## config.mk

```make
export PLATFORM = sky130hd
export DESIGN_NAME = mem_stage
export DESIGN_NICKNAME = d
export VERILOG_FILES = /design/src/rtl/mem_stage.sv
export SDC_FILE = /design/constraint.sdc
export NUM_CORES = 1
export LEC_CHECK = 0
export ABC_AREA = 1
export ABC_CLOCK_PERIOD_IN_PS = 4000
export CAP_MARGIN = 20
export CORE_ASPECT_RATIO = 2
export CORE_MARGIN = 2
export CORE_UTILIZATION = 35
export CTS_CLUSTER_SIZE = 25
export DETAILED_ROUTE_END_ITERATION = 16
export PLACE_DENSITY = 0.81
export SLEW_MARGIN = 15
export SYNTH_ARGS = -nofsm -noshare
export SYNTH_HDL_FRONTEND = slang
export SYNTH_SLANG_ARGS = --single-unit
```

## constraint.sdc

```tcl
create_clock -name clk -period 4 [get_ports clk]
set_input_delay 0.6 -clock clk [delete_from_list [all_inputs] [get_ports clk]]
set_output_delay 0.6 -clock clk [all_outputs]
set_load 0.05 [all_outputs]
```

## src/rtl/mem_stage.sv

```systemverilog
// Memory stage: issues loads/stores on a variable-latency req/ack port,
// stalls upstream while an access is outstanding, aborts on timeout,
// resolves the branch decision and fills the MEM/WB register.
module mem_stage #(
    parameter int WORD     = 32,
    parameter int REG_SIZE = 5,
    parameter int TIMEOUT  = 16
) (
    input  logic                clk,
    input  logic                reset,
    input  logic [WORD-1:0]     writeDataM,
    input  logic [WORD-1:0]     ALUResultM,
    input  logic [WORD-1:0]     pcM,
    input  logic [REG_SIZE-1:0] writeRegM,
    input  logic                regWriteM,
    input  logic                memWriteM,
    input  logic                mem2regM,
    input  logic                zeroM,
    input  logic                branchM,
    output logic                dmemReq,
    output logic                dmemWe,
    output logic [WORD-1:0]     dmemAddr,
    output logic [WORD-1:0]     dmemWdata,
    input  logic                dmemAck,
    input  logic [WORD-1:0]     dmemRdata,
    output logic                stallM,
    output logic                pcSrcM,
    output logic [WORD-1:0]     readDataW,
    output logic [WORD-1:0]     ALUResultW,
    output logic [REG_SIZE-1:0] writeRegW,
    output logic                regWriteW,
    output logic                mem2regW,
    output logic                memErr,
    input  logic                clearErr
);

    localparam int CW = $clog2(TIMEOUT + 1);
    localparam logic [CW-1:0] TIMEOUT_CNT = CW'(TIMEOUT);

    typedef enum logic [0:0] {IDLE, WAIT} state_t;

    state_t              state_q, state_d;
    logic [CW-1:0]       cnt_q, cnt_d;
    logic [WORD-1:0]     read_data_q, read_data_d;
    logic [WORD-1:0]     alu_result_q, alu_result_d;
    logic [REG_SIZE-1:0] write_reg_q, write_reg_d;
    logic                reg_write_q, reg_write_d;
    logic                mem2reg_q, mem2reg_d;
    logic                mem_err_q, mem_err_d;

    logic mem_op;
    logic misaligned;
    logic req;
    logic stall;
    logic capture;
    logic set_err;

    // The PC travels with the instruction for debug visibility only.
    logic unused_pc;
    assign unused_pc = ^pcM;

    assign mem_op     = memWriteM | mem2regM;
    assign misaligned = |ALUResultM[1:0];

    // Request payload is taken straight from EX/MEM; upstream holds it during a stall.
    assign dmemAddr  = ALUResultM;
    assign dmemWdata = writeDataM;
    assign dmemWe    = memWriteM;

    // Reset gates the handshake outputs so an outstanding request vanishes at once.
    assign dmemReq = req & ~reset;
    assign stallM  = stall & ~reset;
    assign pcSrcM  = branchM & zeroM & ~stallM;

    assign readDataW  = read_data_q;
    assign ALUResultW = alu_result_q;
    assign writeRegW  = write_reg_q;
    assign regWriteW  = reg_write_q;
    assign mem2regW   = mem2reg_q;
    assign memErr     = mem_err_q;

    // Access FSM: decides request, stall, capture-vs-bubble and error set.
    always_comb begin
        state_d = state_q;
        cnt_d   = cnt_q;
        req     = 1'b0;
        stall   = 1'b0;
        capture = 1'b0;
        set_err = 1'b0;
        case (state_q)
            IDLE: begin
                if (!mem_op) begin
                    capture = 1'b1;
                end else if (misaligned) begin
                    set_err = 1'b1;
                end else begin
                    req = 1'b1;
                    if (dmemAck) begin
                        capture = 1'b1;
                    end else begin
                        stall   = 1'b1;
                        state_d = WAIT;
                        cnt_d   = CW'(1);
                    end
                end
            end
            WAIT: begin
                // An ack arriving on the final allowed cycle still completes normally.
                if (dmemAck) begin
                    req     = 1'b1;
                    capture = 1'b1;
                    state_d = IDLE;
                    cnt_d   = '0;
                end else if (cnt_q == TIMEOUT_CNT) begin
                    set_err = 1'b1;
                    state_d = IDLE;
                    cnt_d   = '0;
                end else begin
                    req   = 1'b1;
                    stall = 1'b1;
                    cnt_d = cnt_q + CW'(1);
                end
            end
            default: begin
                state_d = IDLE;
                cnt_d   = '0;
            end
        endcase
    end

    // MEM/WB next value: the instruction when it completes, otherwise a bubble.
    always_comb begin
        read_data_d  = '0;
        alu_result_d = '0;
        write_reg_d  = '0;
        reg_write_d  = 1'b0;
        mem2reg_d    = 1'b0;
        if (capture) begin
            alu_result_d = ALUResultM;
            write_reg_d  = writeRegM;
            reg_write_d  = regWriteM;
            mem2reg_d    = mem2regM;
            if (mem2regM && !memWriteM) begin
                read_data_d = dmemRdata;
            end
        end
    end

    // Sticky error: a new error wins over a simultaneous clear.
    always_comb begin
        mem_err_d = mem_err_q;
        if (set_err) begin
            mem_err_d = 1'b1;
        end else if (clearErr) begin
            mem_err_d = 1'b0;
        end
    end

    // State, timeout counter, MEM/WB register and error flag.
    always_ff @(posedge clk or posedge reset) begin
        if (reset) begin
            state_q      <= IDLE;
            cnt_q        <= '0;
            read_data_q  <= '0;
            alu_result_q <= '0;
            write_reg_q  <= '0;
            reg_write_q  <= 1'b0;
            mem2reg_q    <= 1'b0;
            mem_err_q    <= 1'b0;
        end else begin
            state_q      <= state_d;
            cnt_q        <= cnt_d;
            read_data_q  <= read_data_d;
            alu_result_q <= alu_result_d;
            write_reg_q  <= write_reg_d;
            reg_write_q  <= reg_write_d;
            mem2reg_q    <= mem2reg_d;
            mem_err_q    <= mem_err_d;
        end
    end

endmodule
```

==> results_dict.tcl, run 1 <==
set metrics [dict create \
    status "completed" \
    grt_remaining_overflow 0 \
    clock_path_buffers 2 \
    htreeDepth 3 \
    post_synth_inst_count 357 \
    cts.reportedPaths.clkPinSlew_ns 0.06 \
    standard_cell_rows 54 \
    syn-mean-instance-area_um2 11.06 \
    clkSinkCount 78 \
    power_density_nw_per_um2 417.7 \
    power.switching_fraction_pct 30.68 \
    path_buf_inv 4 \
    worstPathRequired_ns 3.40 \
    place_inst 611 \
    place_hpwl_um 7311 \
    post-route-period-util_pct 77.63 \
    unrepaired_setup_endpoints_after_global_routing "no" \
    syn-cell-area_um2 3948 \
    fp.dieH_um 154.2 \
    final-max-slew-violation-count 0 \
    logic_gate_share_of_total_power_pct 24.8 \
    antenna_found_initial 0 \
    share_seq_of_total_power_pct 35.6 \
    finalCriticalPeriod_ns 3.105 \
    clock_tree_from_tritoncts "built" \
    setup_viol_count_final 0 \
    layout-area-overhead-vs-synth_pct 45.13 \
    cpMaxStageDelayCell "sky130_fd_sc_hd__clkdlybuf4s50_1" \
    critical_path.reg2reg.startpoint "state_q" \
    detailroute.via_count 2663 \
    crit_fanout 3 \
    hold-path-endpoint "memErr" \
    hold_depth 2 \
    crit_arrival_ns 2.51 \
    synth_fp_nets 501 \
    core_um2 10950 \
    postRouteAntennaNets 0 \
    hp-class "flip-flop to flip-flop" \
    clock_latency_ns 0.33 \
    cp_common_cell "sky130_fd_sc_hd__nand2_1" \
    worstSetupPathType "input port to output pin" \
    num-fill-cells 957 \
    routedWlPerCell_um 15.45 \
    number_of_global_route_vias_before_repair 2956 \
    r2r_setup_slack_ns 2.22 \
    tns_ns 0 \
    yosys_register_bits 78 \
    synth_cell_types 17 \
    dieWidth_um 79.10 \
    critical_path.cell_chain "clkdlybuf4s50_1 > inv_1 > nand2_1 > nand2_1 > nand2_1 > nand4_1 > inv_1 > clkdlybuf4s50_1" \
    postSynth.topFlopCell "sky130_fd_sc_hd__dfrtp_1" \
    ys_warn_count 0 \
    timing.fmax_mhz 322.1 \
    grt_util_all_layers_pct 16.23 \
    report.final.hold_viol_count 0 \
    netlist.top_cell.by_area "sky130_fd_sc_hd__dfrtp_1" \
    slew_headroom_pct 34.01 \
    synth.top_cells.by_count "78 x sky130_fd_sc_hd__dfrtp_1, 70 x sky130_fd_sc_hd__nor2_4, 65 x sky130_fd_sc_hd__buf_4, 54 x sky130_fd_sc_hd__nand2_1, 52 x sky130_fd_sc_hd__inv_1" \
    synth_most_common_cell "sky130_fd_sc_hd__dfrtp_1" \
    final_core_utilization_pct 52.34 \
    regToRegEndpoint "readDataW[31]" \
    worstHoldStart "memErr" \
    critical-path-top-delay-family "buffers and inverters" \
    cts.root.buffer_cell "sky130_fd_sc_hd__clkbuf_16" \
    timing.max_cap.violations 0 \
    clk_network_pwr_share_pct 39.6 \
    cpPeakStageDelay_ns 0.80 \
    synth-edff-count 0 \
    post_route_cells_drive_above_1_share_pct 19.51 \
    boundary_pins 282 \
    detail_route.drc_violations 0 \
    start_util_pct 36.07 \
    static-leakage-power_nw 2.528 \
    nNetsFinal 626 \
    worst_slew_pin_slew_ns 0.9899 \
    critical_path.endpoint_type "output pin" \
    gp_routability_congestion 0.8372 \
    buffer_ports.inserted 185 \
    die-area_um2 12200 \
    fin_skew_ns 0.007848 \
    antenna-diode-count 0 \
    wirelength_um 9688 \
    holdBufCountCts 0 \
    switching_power_mw 0.7342 \
    power.internal_mw 1.659 \
    grt_start_max_net_pins 79 \
    yosysTopAreaCellShare_pct 49.45 \
    cts.repair.resized 0 \
    ys_async_sr_fraction_pct 100.0 \
    drtPass1Iterations 4 \
    post_layout_nonfiller_instances 627 \
    vias_per_cell 4.247 \
    detail_route.iter0.violations 107 \
    postCtsSetupBuffers 0 \
    ir_drop_mv 0.2082 \
    grt_first_pass_wirelength_um 14980 \
    number_of_cell_instances_on_the_worst_register_to_register_path 4 \
    cts_made_buffers 9 \
    startpoint_type "input port" \
    synth_area_leaders "sky130_fd_sc_hd__dfrtp_1 49%, sky130_fd_sc_hd__nor2_4 20%, sky130_fd_sc_hd__buf_4 12%" \
    seq_area_frac_synth_pct 49.45 \
]
## worst max path at each step
stage,slack (ns),startpoint,to,cells after the start
final,0.89,memWriteM,stallM,8
after global routing,0.73,memWriteM,stallM,8
after CTS,0.87,memWriteM,stallM,8
after detailed placement,0.91,memWriteM,stallM,8
after global placement,0.92,memWriteM,stallM,8
after floorplan,0.51,reset,stallM,3
## area by class of cell
class,instances,area [um^2],share of cell area (%)
inverters,53,200.2,3.494
clock buffers,10,229.0,3.997
repair buffers,190,1902,33.19
clock inverters,6,117.6,2.053
well taps,140,175.2,3.057
multi-input cells,150,1154,20.14
flip-flops and latches,78,1952,34.07
## through the flow
step	cell area [um^2]	hold WS [ns]	setup slack, ns	power [mW]
5_1_grt	5729	0.6055	0.7300	2.494
4_1_cts	5729	0.5793	0.8697	2.428
6_report	5729	0.5769	0.8950	2.393
3_5_place_dp	5383	0.5673	0.9089	1.461
2_1_floorplan	3948	0.5086	0.5051	1.364
3_3_place_gp	5383	0.5331	0.9155	1.448
## placed cells by master, fill, tap and decap left out
cell type / count
sky130_fd_sc_hd__clkdlybuf4s50_1: 185
sky130_fd_sc_hd__dfrtp_1: 78
sky130_fd_sc_hd__nor2_4: 70
sky130_fd_sc_hd__nand2_1: 54
sky130_fd_sc_hd__inv_1: 51
sky130_fd_sc_hd__clkbuf_16: 9
sky130_fd_sc_hd__nor2_1: 7
sky130_fd_sc_hd__nand3_1: 7
sky130_fd_sc_hd__nand4_1: 5
sky130_fd_sc_hd__buf_4: 4
sky130_fd_sc_hd__bufinv_16: 3
sky130_fd_sc_hd__ha_1: 2
sky130_fd_sc_hd__inv_2: 1
sky130_fd_sc_hd__nor2_2: 1
sky130_fd_sc_hd__o22a_4: 1
sky130_fd_sc_hd__clkinv_2: 1
sky130_fd_sc_hd__o211ai_1: 1
sky130_fd_sc_hd__o21bai_1: 1
sky130_fd_sc_hd__or2_2: 1
sky130_fd_sc_hd__inv_8: 1
sky130_fd_sc_hd__clkbuf_1: 1
sky130_fd_sc_hd__clkinvlp_4: 1
sky130_fd_sc_hd__inv_6: 1
sky130_fd_sc_hd__buf_12: 1
## registers in the layout (all words and copies together) (netlist names)
register	flops
regWriteW	1
cnt_q	5
mem2regW	1
writeRegW	5
readDataW	32
ALUResultW	32
memErr	1
state_q	1
## cell families after synthesis
family / share of synthesized area (%)
AOI/OAI and AO/OA: 0.6024
DFF: 49.45
and+or+nand+nor: 27.70
buffers and inverters: 21.62
adders and majority gates: 0.6338
## worst register-to-register path, delay by kind of cell, from the launching register on
kind | cells | cell delay [ns]
flops | 1 | 0.45
compound gates | 1 | 0.39
simple gates | 2 | 0.30
buf+inv | 1 | 0.50
## per-layer routing
metal | up-vias | track usage [%] | part of all wire [%]
li1 | 1232 | - | -
met1 | 1233 | 15.04 | 31
met2 | 151 | 30.06 | 56
met3 | 47 | 3.792 | 7.4
met4 | 0 | 11.25 | 5.6
met5 | - | 0 | 0
## power groups by stage
| stage | Sequential, mW | Combinational (mW) | Clock [mW] |
|---|---|---|---|
| finish | 0.851 | 0.593 | 0.949 |
| global route | 0.855 | 0.623 | 1.02 |
| CTS | 0.851 | 0.600 | 0.977 |
| detailed placement | 0.866 | 0.595 | 0 |
| global placement | 0.863 | 0.585 | 0 |
| floorplan | 0.994 | 0.370 | 0 |
Power figures use the tool's default switching activity.
==> inputs of run 2 (changes only) <==
--- a/config.mk
+++ b/config.mk
@@ -6,14 +6,14 @@
 export NUM_CORES = 1
 export LEC_CHECK = 0
 export ABC_AREA = 1
-export ABC_CLOCK_PERIOD_IN_PS = 4000
+export ABC_CLOCK_PERIOD_IN_PS = 2700
 export CAP_MARGIN = 20
 export CORE_ASPECT_RATIO = 2
 export CORE_MARGIN = 2
-export CORE_UTILIZATION = 35
+export CORE_UTILIZATION = 32
 export CTS_CLUSTER_SIZE = 25
 export DETAILED_ROUTE_END_ITERATION = 16
-export PLACE_DENSITY = 0.81
+export PLACE_DENSITY = 0.78
 export SLEW_MARGIN = 15
 export SYNTH_ARGS = -nofsm -noshare
 export SYNTH_HDL_FRONTEND = slang
==> constraint.sdc (replaced) <==
create_clock -name clk -period 2.7 [get_ports clk]
set_input_delay 0.405 -clock clk [delete_from_list [all_inputs] [get_ports clk]]
set_output_delay 0.405 -clock clk [all_outputs]
set_load 0.05 [all_outputs]
==> run 2 against run 1 <==
  * Via count down 0.56%
  * Clock power rose by 17%
  * Sequential share of layout area hardly changed
  * Core utilization is 5.1 points lower
  * Critical endpoint is now dmemReq
==> results_dict.tcl, run 2 (synthesized netlist as in run 1, its figures left out) <==
set metrics [dict create \
    clock_latency_ns 0.32 \
    clock_path_buffers 2 \
    report.final.hold_viol_count 0 \
    gp_routability_congestion 0.7314 \
    multi_input_comb_area_um2 1154 \
    holdBufCountCts 0 \
    fin_skew_ns 0.007224 \
    grt_util_all_layers_pct 14.48 \
    antenna-diode-count 0 \
    fp.dieH_um 161.1 \
    worstSetupPathType "flip-flop to output pin" \
    r2r_setup_slack_ns 1.10 \
    start_util_pct 32.56 \
    logic_gate_share_of_total_power_pct 27.2 \
    place_hpwl_um 7113 \
    critical_path.endpoint_type "output pin" \
    slew_headroom_pct 62.64 \
    cts_made_buffers 9 \
    final_common_cell "sky130_fd_sc_hd__clkdlybuf4s50_1" \
    place_inst 618 \
    power.internal_mw 2.197 \
    final-seq-area_um2 1952 \
    clkSinkCount 78 \
    timing.fmax_mhz 456.2 \
    postRouteAntennaNets 0 \
    post_layout_nonfiller_instances 634 \
    buffer_ports.inserted 185 \
    postCtsSetupBuffers 0 \
    worst_slew_pin_slew_ns 0.5586 \
    layout-area-overhead-vs-synth_pct 45.01 \
    status "completed" \
    startpoint_type "flip-flop" \
    cts.root.buffer_cell "sky130_fd_sc_hd__clkbuf_16" \
    met3_capacity_usage_during_global_routing_pct 3.687 \
    timing.max_cap.violations 0 \
    dieWidth_um 82.54 \
    share_seq_of_total_power_pct 38.8 \
    cts.reportedPaths.clkPinSlew_ns 0.06 \
    detail_route.drc_violations 0 \
    clock_tree_from_tritoncts "built" \
    detailroute.via_count 2648 \
    boundary_pins 282 \
    htreeDepth 3 \
    grt_start_max_net_pins 79 \
    clk_network_pwr_share_pct 34.0 \
    crit_fanout 4 \
    crit_path_start "cnt_q[0]" \
    detail_route.iter0.violations 74 \
    hp-class "input port to asynchronous set/reset pin" \
    worstPathRequired_ns 2.30 \
    core_um2 12120 \
    vias_per_cell 4.177 \
    num-fill-cells 1122 \
    setup_viol_count_final 0 \
    standard_cell_rows 57 \
    number_of_global_route_vias_before_repair 2817 \
    routedWlPerCell_um 14.71 \
    crit_arrival_ns 1.79 \
    post_route_cells_drive_above_1_share_pct 20.33 \
    global_routing_met1_resource_utilization_pct 14.26 \
    global_route.peak_usage_layer "met2" \
    power.switching_fraction_pct 32.52 \
    die-area_um2 13290 \
    layout.cells.most_common_list "182 x sky130_fd_sc_hd__clkdlybuf4s50_1, 78 x sky130_fd_sc_hd__dfrtp_1, 70 x sky130_fd_sc_hd__nor2_4, 54 x sky130_fd_sc_hd__nand2_1, 51 x sky130_fd_sc_hd__inv_1" \
    unrepaired_setup_endpoints_after_global_routing "no" \
    drtPass1Iterations 4 \
    grt_first_pass_wirelength_um 14400 \
    post-route-period-util_pct 81.19 \
    grt_remaining_overflow 0 \
    wirelength_um 9325 \
    finalCriticalPeriod_ns 2.192 \
    use_met2_pct 25.84 \
    cts.repair.resized 0 \
    static-leakage-power_nw 2.519 \
    critical_path.reg2reg.startpoint "state_q" \
    tns_ns 0 \
    final-max-slew-violation-count 0 \
    ir_drop_mv 0.3007 \
    switching_power_mw 1.059 \
    antenna_found_initial 0 \
    power_density_nw_per_um2 568.7 \
    nNetsFinal 627 \
]
[run 2: final timing paths]
kind / end / cells past startpoint
setup / recovery: dmemReq / 10
hold / removal: regWriteW / 3
max in group asynchronous: ALUResultW[21] / 4
min in group clk: cnt_q[4] / 2
setup reg to reg: readDataW[31] / 4
hold reg to reg: cnt_q[4] / 2
[run 2: worst max-delay path, stage by stage (launching register included)]
cell and delay, ns:
sky130_fd_sc_hd__dfrtp_1 0.41, sky130_fd_sc_hd__inv_1 0.09, sky130_fd_sc_hd__ha_1 0.20, sky130_fd_sc_hd__nand2_1 0.07
sky130_fd_sc_hd__inv_1 0.05, sky130_fd_sc_hd__nand3_1 0.09, sky130_fd_sc_hd__inv_1 0.06, sky130_fd_sc_hd__nand2_1 0.07
sky130_fd_sc_hd__nand2_1 0.06, sky130_fd_sc_hd__nor2_1 0.18, sky130_fd_sc_hd__buf_12 0.17
[run 2: stage by stage]
step                      total power [mW]  worst slack (ns)  utilization (%)  hold slack [ns]  instance area [um^2]
after floorplan                      2.022           0.05165                -           0.5086                  3951
after global placement               2.156            0.5282            44.74           0.5278                  5424
after detailed placement             2.174            0.5127            44.74           0.5489                  5424
after CTS                            3.311            0.5038            46.99           0.5588                  5697
after global routing                 3.395            0.3579            47.21           0.5900                  5724
final                                3.255            0.5079            47.21           0.5577                  5724
[run 2: power groups by stage]
stage	clock [mW]	sequential, mW	combinational [mW]
4_1_cts	1.16	1.26	0.893
3_3_place_gp	0	1.28	0.877
3_5_place_dp	0	1.28	0.889
6_report	1.11	1.26	0.886
2_1_floorplan	0	1.47	0.549
5_1_grt	1.19	1.27	0.935
[run 2: per-layer routing]
layer | up-vias | part of all wire (%)
met2 | 130 | 56
met4 | 0 | 5.2
li1 | 1231 | -
met1 | 1234 | 31
met5 | - | 0
met3 | 53 | 8.3
[run 2: layout make-up]
cell class	instances	area share, %
timing repair buffer	191	34.23
sequential	78	34.10
multi-input combinational	150	20.15
clock buffer	10	4.175
inverter	53	3.541
tap	147	3.213
clock inverter	5	0.5902
